[src/rtl/serial_subtractor_pkg.sv]
// Shared definitions for the bit-serial subtractor: FSM encodings and default width.
package serial_subtractor_pkg;

  localparam int SUB_WIDTH_DEFAULT = 8;

  typedef enum logic [1:0] {
    ST_IDLE  = 2'd0,
    ST_SHIFT = 2'd1,
    ST_DONE  = 2'd2
  } state_t;

endpackage

[src/rtl/serial_subtractor_if.sv]
// Start/done operand bus of the serial subtractor.
// The ovf signal exists only when SERIAL_SUB_OVF_EN is defined.
interface serial_subtractor_if
  import serial_subtractor_pkg::*;
#(
  parameter int WIDTH = SUB_WIDTH_DEFAULT
);

  logic             start;
  logic [WIDTH-1:0] A;
  logic [WIDTH-1:0] B;
  logic [WIDTH-1:0] diff;
  logic             borrow;
  logic             busy;
  logic             done;
`ifdef SERIAL_SUB_OVF_EN
  logic             ovf;
`endif

  modport master (
    output start, A, B,
`ifdef SERIAL_SUB_OVF_EN
    input  ovf,
`endif
    input  diff, borrow, busy, done
  );

  modport slave (
    input  start, A, B,
`ifdef SERIAL_SUB_OVF_EN
    output ovf,
`endif
    output diff, borrow, busy, done
  );

endinterface

[src/rtl/serial_subtractor_full_subtractor.sv]
// Single-bit full subtractor cell reused once per cycle by the serial datapath.
module full_subtractor (
  input  logic a,
  input  logic b,
  input  logic bin,
  output logic d,
  output logic bout
);

  assign d    = a ^ b ^ bin;
  assign bout = (~a & b) | (~(a ^ b) & bin);

endmodule

[src/rtl/serial_subtractor.sv]
// Bit-serial LSB-first unsigned subtractor (diff = A - B, borrow = A < B) with start/done handshake.
// Define SERIAL_SUB_OVF_EN to add the two's-complement overflow flag (ovf).
//
// state    | meaning
// ---------+--------------------------------------------------------------
// ST_IDLE  | waiting for start; previous result held
// ST_SHIFT | one bit per cycle through the cell, busy=1, WIDTH cycles
// ST_DONE  | done pulse; start here begins the next operation directly
module serial_subtractor
  import serial_subtractor_pkg::*;
#(
  parameter int WIDTH = SUB_WIDTH_DEFAULT
) (
  input  logic               clk,
  input  logic               rst,
  serial_subtractor_if.slave bus
);

  localparam int            CW       = (WIDTH > 1) ? $clog2(WIDTH) : 1;
  localparam logic [CW-1:0] LAST_BIT = CW'(WIDTH - 1);

  state_t state, state_nxt;

  logic [WIDTH-1:0] a_sr;
  logic [WIDTH-1:0] b_sr;
  logic [WIDTH-1:0] diff_sr;
  logic [WIDTH-1:0] diff_sr_nxt;
  logic [WIDTH-1:0] diff_q;
  logic [CW-1:0]    count;
  logic             bin;
  logic             borrow_q;
  logic             busy_q;
  logic             done_q;

  logic cell_d;
  logic cell_bout;
  logic accept;
  logic step;
  logic finish;

  full_subtractor u_cell (
    .a    (a_sr[0]),
    .b    (b_sr[0]),
    .bin  (bin),
    .d    (cell_d),
    .bout (cell_bout)
  );

  always_ff @(posedge clk) begin
    if (rst) state <= ST_IDLE;
    else     state <= state_nxt;
  end

  always_comb begin
    state_nxt = state;
    accept    = 1'b0;
    step      = 1'b0;
    finish    = 1'b0;
    case (state)
      ST_IDLE: begin
        if (bus.start) begin
          accept    = 1'b1;
          state_nxt = ST_SHIFT;
        end
      end
      ST_SHIFT: begin
        step = 1'b1;
        if (count == LAST_BIT) begin
          finish    = 1'b1;
          state_nxt = ST_DONE;
        end
      end
      ST_DONE: begin
        if (bus.start) begin
          accept    = 1'b1;
          state_nxt = ST_SHIFT;
        end else begin
          state_nxt = ST_IDLE;
        end
      end
      default: state_nxt = ST_IDLE;
    endcase
  end

  // The newest difference bit enters at the MSB so that after WIDTH steps bit 0 sits at the LSB.
  assign diff_sr_nxt = {cell_d, {(WIDTH-1){1'b0}}} | (diff_sr >> 1);

  always_ff @(posedge clk) begin
    if (rst) begin
      a_sr     <= '0;
      b_sr     <= '0;
      diff_sr  <= '0;
      diff_q   <= '0;
      count    <= '0;
      bin      <= 1'b0;
      borrow_q <= 1'b0;
      busy_q   <= 1'b0;
      done_q   <= 1'b0;
    end else begin
      done_q <= finish;
      if (accept) begin
        a_sr    <= bus.A;
        b_sr    <= bus.B;
        diff_sr <= '0;
        bin     <= 1'b0;
        count   <= '0;
        busy_q  <= 1'b1;
      end else if (step) begin
        a_sr    <= a_sr >> 1;
        b_sr    <= b_sr >> 1;
        diff_sr <= diff_sr_nxt;
        bin     <= cell_bout;
        if (!finish) count <= count + CW'(1);
      end
      if (finish) begin
        diff_q   <= diff_sr_nxt;
        borrow_q <= cell_bout;
        busy_q   <= 1'b0;
      end
    end
  end

`ifdef SERIAL_SUB_OVF_EN
  // Operand sign bits are shifted out during SHIFT, so they are kept separately.
  logic a_msb;
  logic b_msb;
  logic ovf_q;

  always_ff @(posedge clk) begin
    if (rst) begin
      a_msb <= 1'b0;
      b_msb <= 1'b0;
      ovf_q <= 1'b0;
    end else begin
      if (accept) begin
        a_msb <= bus.A[WIDTH-1];
        b_msb <= bus.B[WIDTH-1];
      end
      if (finish) ovf_q <= (a_msb != b_msb) && (cell_d != a_msb);
    end
  end

  assign bus.ovf = ovf_q;
`endif

  assign bus.diff   = diff_q;
  assign bus.borrow = borrow_q;
  assign bus.busy   = busy_q;
  assign bus.done   = done_q;

endmodule

[src/flat_wrapper.sv]
// flat-port wrapper written by rule: the top's interface ports become plain ports
module serial_subtractor_flat import serial_subtractor_pkg::*;
#(
  parameter int WIDTH = SUB_WIDTH_DEFAULT
)
  (clk, rst, bus_start, bus_A, bus_B, bus_diff, bus_borrow, bus_busy, bus_done);
  serial_subtractor_if #(.WIDTH(WIDTH)) bus_i ();
  input  logic clk;
  input  logic rst;
  input wire logic [$bits(bus_i.start)-1:0] bus_start;
  input wire logic [$bits(bus_i.A)-1:0] bus_A;
  input wire logic [$bits(bus_i.B)-1:0] bus_B;
  output wire logic [$bits(bus_i.diff)-1:0] bus_diff;
  output wire logic [$bits(bus_i.borrow)-1:0] bus_borrow;
  output wire logic [$bits(bus_i.busy)-1:0] bus_busy;
  output wire logic [$bits(bus_i.done)-1:0] bus_done;
  assign bus_i.start = bus_start;
  assign bus_i.A = bus_A;
  assign bus_i.B = bus_B;
  assign bus_diff = bus_i.diff;
  assign bus_borrow = bus_i.borrow;
  assign bus_busy = bus_i.busy;
  assign bus_done = bus_i.done;
  serial_subtractor #(.WIDTH(WIDTH)) u_core (.clk(clk), .rst(rst), .bus(bus_i));
endmodule
[config.mk]
export PLATFORM = sky130hd
export DESIGN_NAME = serial_subtractor_flat
export DESIGN_NICKNAME = d
export VERILOG_FILES = /design/src/rtl/serial_subtractor_pkg.sv /design/src/rtl/serial_subtractor_if.sv /design/src/rtl/serial_subtractor_full_subtractor.sv /design/src/rtl/serial_subtractor.sv /design/src/flat_wrapper.sv
export SDC_FILE = /design/constraint.sdc
export NUM_CORES = 1
export LEC_CHECK = 0
export BUFFER_PORTS_ARGS = -buffer_cell sky130_fd_sc_hd__buf_4
export CAP_MARGIN = 20
export CORE_MARGIN = 4
export CORE_UTILIZATION = 53
export DETAILED_ROUTE_END_ITERATION = 6
export PLACE_DENSITY = 0.77
export REMOVE_ABC_BUFFERS = 1
export SLEW_MARGIN = 5
export SYNTH_ARGS = -nofsm -noshare
export SYNTH_HDL_FRONTEND = slang
export SYNTH_SLANG_ARGS = --single-unit
[constraint.sdc]
create_clock -name clk -period 2 [get_ports clk]
set_clock_uncertainty 0.1 [all_clocks]
set_input_delay 0.6 -clock clk [delete_from_list [all_inputs] [get_ports clk]]
set_output_delay 0.6 -clock clk [all_outputs]
set_load 0.05 [all_outputs]
==> results of run 1 <==
[worst max-delay path: cells and delay by family (launching register included)]
family | cells | cell delay, ns
AO/OA/AOI/OAI | 2 | 0.25
buffers and inverters | 1 | 0.27
flip-flops | 1 | 0.43
AND/OR/NAND/NOR | 1 | 0.51
[cells by family (layout without fill, tap and decap cells)]
kind of cell / Yosys count / count (layout) / synth area share [%]
flip-flops: 40 / 40 / 50.8
adder cells (fa/ha/maj): 3 / 3 / 2.85
buffers and inverters: 17 / 43 / 5.79
XOR/XNOR: 1 / 1 / 0.555
AND/OR/NAND/NOR: 88 / 88 / 23.2
multiplexers: 2 / 2 / 1.27
AO/OA/AOI/OAI: 38 / 38 / 15.5
[cell usage after synthesis, drive strengths merged]
master	instances
nand2	56
dfxtp	40
nor2	20
a21oi	19
a311oi	12
buf	11
clkbuf	4
nand2b	3
o21ai	3
a211oi	2
a22oi	2
ha	2
inv	2
mux2i	2
nand3	2
nor3	2
and2b	1
and3b	1
fa	1
nand3b	1
nor2b	1
nor3b	1
xnor2	1
[routing by layer]
layer | track usage (%) | vias up | wire length [µm]
li1 | - | 683 | -
met2 | 31.8 | 40 | 1540
met5 | 0 | - | 0
met4 | 8.54 | 0 | 49
met3 | 7.55 | 6 | 177
met1 | 20.8 | 640 | 1400
[how the worst max path moves through the flow]
stage / startpoint / to
2_1_floorplan: bus_start / u_core.bin
3_3_place_gp: rst / u_core.bin
3_5_place_dp: rst / u_core.count[0]
4_1_cts: u_core.count[0] / u_core.bus.borrow
5_1_grt: u_core.state[0] / u_core.count[1]
6_report: u_core.state[1] / u_core.count[2]
[power by group]
part	switching (µW)	internal (µW)	total (µW)
Combinational	98.0	72.1	170
Sequential	20.0	831	851
Clock	252	262	514
Total	370	1170	1540
[final cells by class]
| type | count | area [µm²] | share of cell area (%) |
|---|---|---|---|
| clock buffer | 6 | 41.3 | 2.22 |
| clock inverter | 2 | 35.0 | 1.89 |
| inverter | 2 | 7.51 | 0.404 |
| multi-input combinational | 132 | 686 | 36.9 |
| sequential | 40 | 801 | 43.1 |
| tap | 31 | 38.8 | 2.09 |
| timing repair buffer | 33 | 248 | 13.3 |
[sequential cells by signal, summed over array words and instances, names as in the netlist, 2 cells and up]
register,flops
u_core.a_sr,8
u_core.state,2
u_core.count,3
u_core.b_sr,8
u_core.bus.diff,8
u_core.diff_sr,7
[through the flow]
step	instances	power, µW	hold WS, ns	worst slack, ns
2_1_floorplan	174	960	0.326	0.166
3_3_place_gp	238	1030	0.343	0.422
3_5_place_dp	238	1040	0.347	0.380
4_1_cts	246	1550	0.362	0.369
5_1_grt	246	1630	0.383	0.195
6_report	246	1540	0.359	0.377
==> flow_summary_export.csv, run 1 <==
group,metric,value,unit
clock_tree,cts_buffers,5,
grt,grt_max_degree,31,
placed_design,place_area,1780,µm²
clock_tree,post_cts_buffers,0,
route,wl_per_cell,12.9,µm
worst_setup_path,end_kind,"flop",
clock_tree,cts_sinks,40,
sta,fin_crit,1.62,ns
sta,fmax,616,MHz
worst_hold_path,holdPathEnd,"u_core.bus.diff[4]",
layout,num_antenna_cells,0,
layout,nets,236,
worst_setup_path,worstSetupStartpointType,"flop",
worst_setup_path,timing.rr.end,"u_core.count[2]",
synthesis,synth_area_leaders,"dfxtp_1, nand2_1, a311oi_1",
clock_tree,cts-htree-levels,2,
status,status,"complete, no violations",
clock_tree,clk_latency,0.34,ns
route,viasPerCell,5.57,
worst_setup_path,rr_startpoint,"u_core.state[1]",
route,ant_nets,0,
sta,hold_viol_final,0,
synthesis,yosysSeqAreaShare,50.8,%
grt,grt.overflow.total,0,
floorplanning,die_w,62.6,µm
layout,layout_common_cells,"nand2_1, dfxtp_1, buf_4",
grt,grt_pass1_vias,1364,
floorplanning,fp-row-count,19,
clock_tree,cts.hold.buffers_added,0,
floorplanning,start_util,56.2,%
clock_tree,cts_tree,"yes",
worst_setup_path,crit_fanout,15,
placed_design,place.gp.congestion,0.740,
grt,grt_pass1_wl,5840,µm
worst_setup_path,cp.arrival,1.80,ns
route,drt_iter0_drc,59,
sta,setup_viol_count_final,0,
worst_setup_path,path_cells,"nand2b_1, buf_4, o21ai_0, a21oi_1",
worst_setup_path,reg2regPathDepth,4,
route,drt-total-wl,3170,µm
synthesis,synth.distinct_cells,25,
layout,syn_to_final_growth,17.7,%
synthesis,syn-instance-count,189,
route,drc_errors,0,
sta,rsz0062_at_grt,"no",
clock_tree,path_clk_slew,0.11,ns
worst_setup_path,cp.required,2.18,ns
clock_tree,clock_path_buffers,2,
power_and_ir_drop,vdd_drop_max,0.650,mV
worst_setup_path,worstSetupPathType,"flop to flop",
layout,layout_commonest_cell,"nand2_1",
synthesis,synthesis.yosys.warnings,0,
floorplanning,die_y,62.6,µm
placed_design,dp_hpwl,2150,µm
route,vias,1369,
sta,finalCritPeriodShare,81.2,%
power_and_ir_drop,cellPowerDensity,827,nW/µm²
synthesis,ys_seq_elements,40,
route,dr.pass1.iters,5,
worst_setup_path,slowest_delay,0.51,ns
sta,maxSlewHeadroom,60.9,%
synthesis,synth_area,1580,µm²
floorplanning,die_area,3910,µm²
worst_setup_path,cpMaxStageDelayCell,"nand2b_1",
synthesis,syn_avg_cell_area,8.35,µm²
clock_tree,ctsResizeCount,0,
floorplanning,ios,30,
sta,fin_setup_tns,0,ns
worst_hold_path,worstHoldStart,"u_core.bus.diff[4]",
layout,fin_util,66.2,%
worst_hold_path,min_path_cells,2,
sta,final_max_slew_viol_count,0,
worst_hold_path,hp-class,"flop to flop",
job,cap_violations,0,
layout,layout-drive-gt1-share,19.1,%
floorplanning,core-area,2810,µm²
layout,final_cell_area,1860,µm²
layout,fillers,254,
grt,antenna_found_initial,0,
grt,track_usage,18.9,%
clock_tree,cts_root_buf,"clkbuf_4",
synthesis,synth_top_cell_by_area,"dfxtp_1",
worst_setup_path,r2r_setup_slack,0.38,ns
power_and_ir_drop,p_leak,0.000721,µW
synthesis,synth_top_area_share,50.8,%
placed_design,port_buffers,29,
sta,tightest_slew,0.586,ns
(Power assumes the default switching activity.)
==> run 2: changes to the inputs <==
Clock period 2 ns to 1.65 ns, I/O delays scaled along.
==> run 2 against run 1 <==
  * Global-route usage fell by 0.90 points
  * Die area unchanged
  * Register-to-register slack got worse by 0.25 ns
  * Total power increased by 15%
  * Sequential cell count unchanged
  * Critical endpoint is now u_core.bus.borrow
  * Sequential power up 21%
==> flow_summary_export.csv, run 2 (synthesized netlist as in run 1, its figures left out) <==
group,metric,value,unit
placed_design,port_buffers,29,
route,viasPerCell,5.47,
placed_design,dp.cells,240,
clock_tree,path_clk_slew,0.12,ns
sta,maxSlewHeadroom,74.4,%
worst_setup_path,cp.arrival,1.70,ns
sta,final_max_slew_viol_count,0,
floorplanning,die_w,62.6,µm
route,drt-total-wl,3170,µm
route,ant_nets,0,
layout,instances_no_fill,249,
clock_tree,cts_root_buf,"clkbuf_4",
layout,layout_common_cells,"nand2_1, dfxtp_1, buf_4",
route,vias,1363,
grt,grt_max_degree,26,
floorplanning,die_area,3910,µm²
grt,track_usage,18.0,%
floorplanning,die_y,62.6,µm
sta,rsz0062_at_grt,"no",
power_and_ir_drop,p_leak,0.000727,µW
layout,num_antenna_cells,0,
worst_hold_path,hp-class,"primary input to flop",
floorplanning,ios,30,
grt,grt_pass1_vias,1305,
placed_design,place.gp.congestion,0.788,
layout,layout_commonest_cell,"nand2_1",
layout,fin_util,67.1,%
worst_setup_path,worstSetupPathType,"flop to flop",
sta,finalCritPeriodShare,92.4,%
sta,setup_viol_count_final,0,
layout,syn_to_final_growth,19.3,%
clock_tree,cts_buffers,5,
grt,grt_pass1_wl,5620,µm
route,drc_errors,0,
layout,layout-drive-gt1-share,21.1,%
route,drt_iter0_drc,81,
sta,fmax,656,MHz
floorplanning,start_util,56.2,%
worst_setup_path,cp.required,1.82,ns
route,wl_per_cell,12.7,µm
status,status,"complete, no violations",
clock_tree,cts_tree,"yes",
clock_tree,clk_latency,0.35,ns
floorplanning,fp-row-count,19,
sta,fin_crit,1.53,ns
clock_tree,cts.hold.buffers_added,0,
worst_setup_path,worstSetupStartpointType,"flop",
sta,hold_viol_final,0,
power_and_ir_drop,vdd_drop_max,0.684,mV
route,dr.pass1.iters,4,
layout,nets,239,
job,cap_violations,0,
placed_design,dp_hpwl,2210,µm
grt,grt.overflow.total,0,
worst_setup_path,crit_fanout,10,
power_and_ir_drop,cellPowerDensity,941,nW/µm²
worst_setup_path,end_kind,"flop",
sta,tightest_slew,0.384,ns
grt,antenna_found_initial,0,
clock_tree,cts_sinks,40,
power_and_ir_drop,fin_total_pwr,1770,µW
clock_tree,clock_path_buffers,2,
clock_tree,cts-htree-levels,2,
sta,holdWs,0.309,ns
floorplanning,core-area,2810,µm²
==> run 2: cell types whose count changed in the layout (fill, tap and decap cells not counted) <==
| cell | before | now |
|---|---|---|
| and3b_1 | 1 | 0 |
| clkinvlp_4 | 0 | 2 |
| bufinv_16 | 1 | 0 |
| buf_4 | 33 | 35 |
| and3b_2 | 0 | 1 |
| clkinv_2 | 1 | 0 |
| clkbuf_8 | 0 | 1 |
| buf_12 | 0 | 1 |
| clkbuf_1 | 1 | 0 |
==> run 2: power by group <==
group          switching, µW  internal (µW)  total, µW  leakage (µW)
clock network            319            207        526     0.0000305
registers               24.7           1010       1030      0.000326
logic                    117           95.2        213      0.000370
total                    462           1310       1770      0.000727
==> run 2: worst paths after layout <==
check	startpoint	endpoint	slack [ns]	cells past startpoint
worst min register to register	u_core.bus.diff[4]	u_core.bus.diff[4]	0.36	2
worst min-delay path	rst	u_core.a_sr[0]	0.31	2
worst max-delay path	u_core.count[0]	u_core.bus.borrow	0.12	5
worst max register to register	u_core.count[0]	u_core.bus.borrow	0.12	5
==> run 2: critical path, cell delays in order (launching register included) <==
cell and delay, ns:
dfxtp_1 0.37, ha_1 0.16, ha_1 0.23, and3b_2 0.33, nor2_1 0.06, a211oi_1 0.20
==> run 2: final cells by class <==
type	count	area, µm²
clock buffer	6	51.3
clock inverter	2	15.0
fill	251	922
inverter	2	7.51
multi-input combinational	132	687
sequential	40	801
tap	31	38.8
timing repair buffer	36	283
==> run 2: repair_timing <==
| item | CTS | global route |
|---|---|---|
| resized for setup | 0 | 1 |
| setup buffers | 0 | 1 |
| endpoints found under the hold margin | 0 | 0 |
| endpoints found under the setup margin | 0 | 7 |
==> run 2: stage by stage <==
stage | worst slack (ns) | cell area [µm²] | setup TNS [ns]
3_3_place_gp | 0.188 | 1810 | 0
3_5_place_dp | 0.0863 | 1810 | 0
5_1_grt | 0.0278 | 1880 | 0
4_1_cts | 0.0598 | 1870 | 0
6_report | 0.125 | 1880 | 0
2_1_floorplan | -0.0791 | 1490 | -0.0791
==> run 2: layer usage <==
layer,part of all wire [%],vias to the layer above,track usage (%)
li1,-,687,-
met1,43,626,19.7
met2,49,45,31.8
met3,7.0,5,5.22
met4,1.3,0,8.26
met5,0,-,0
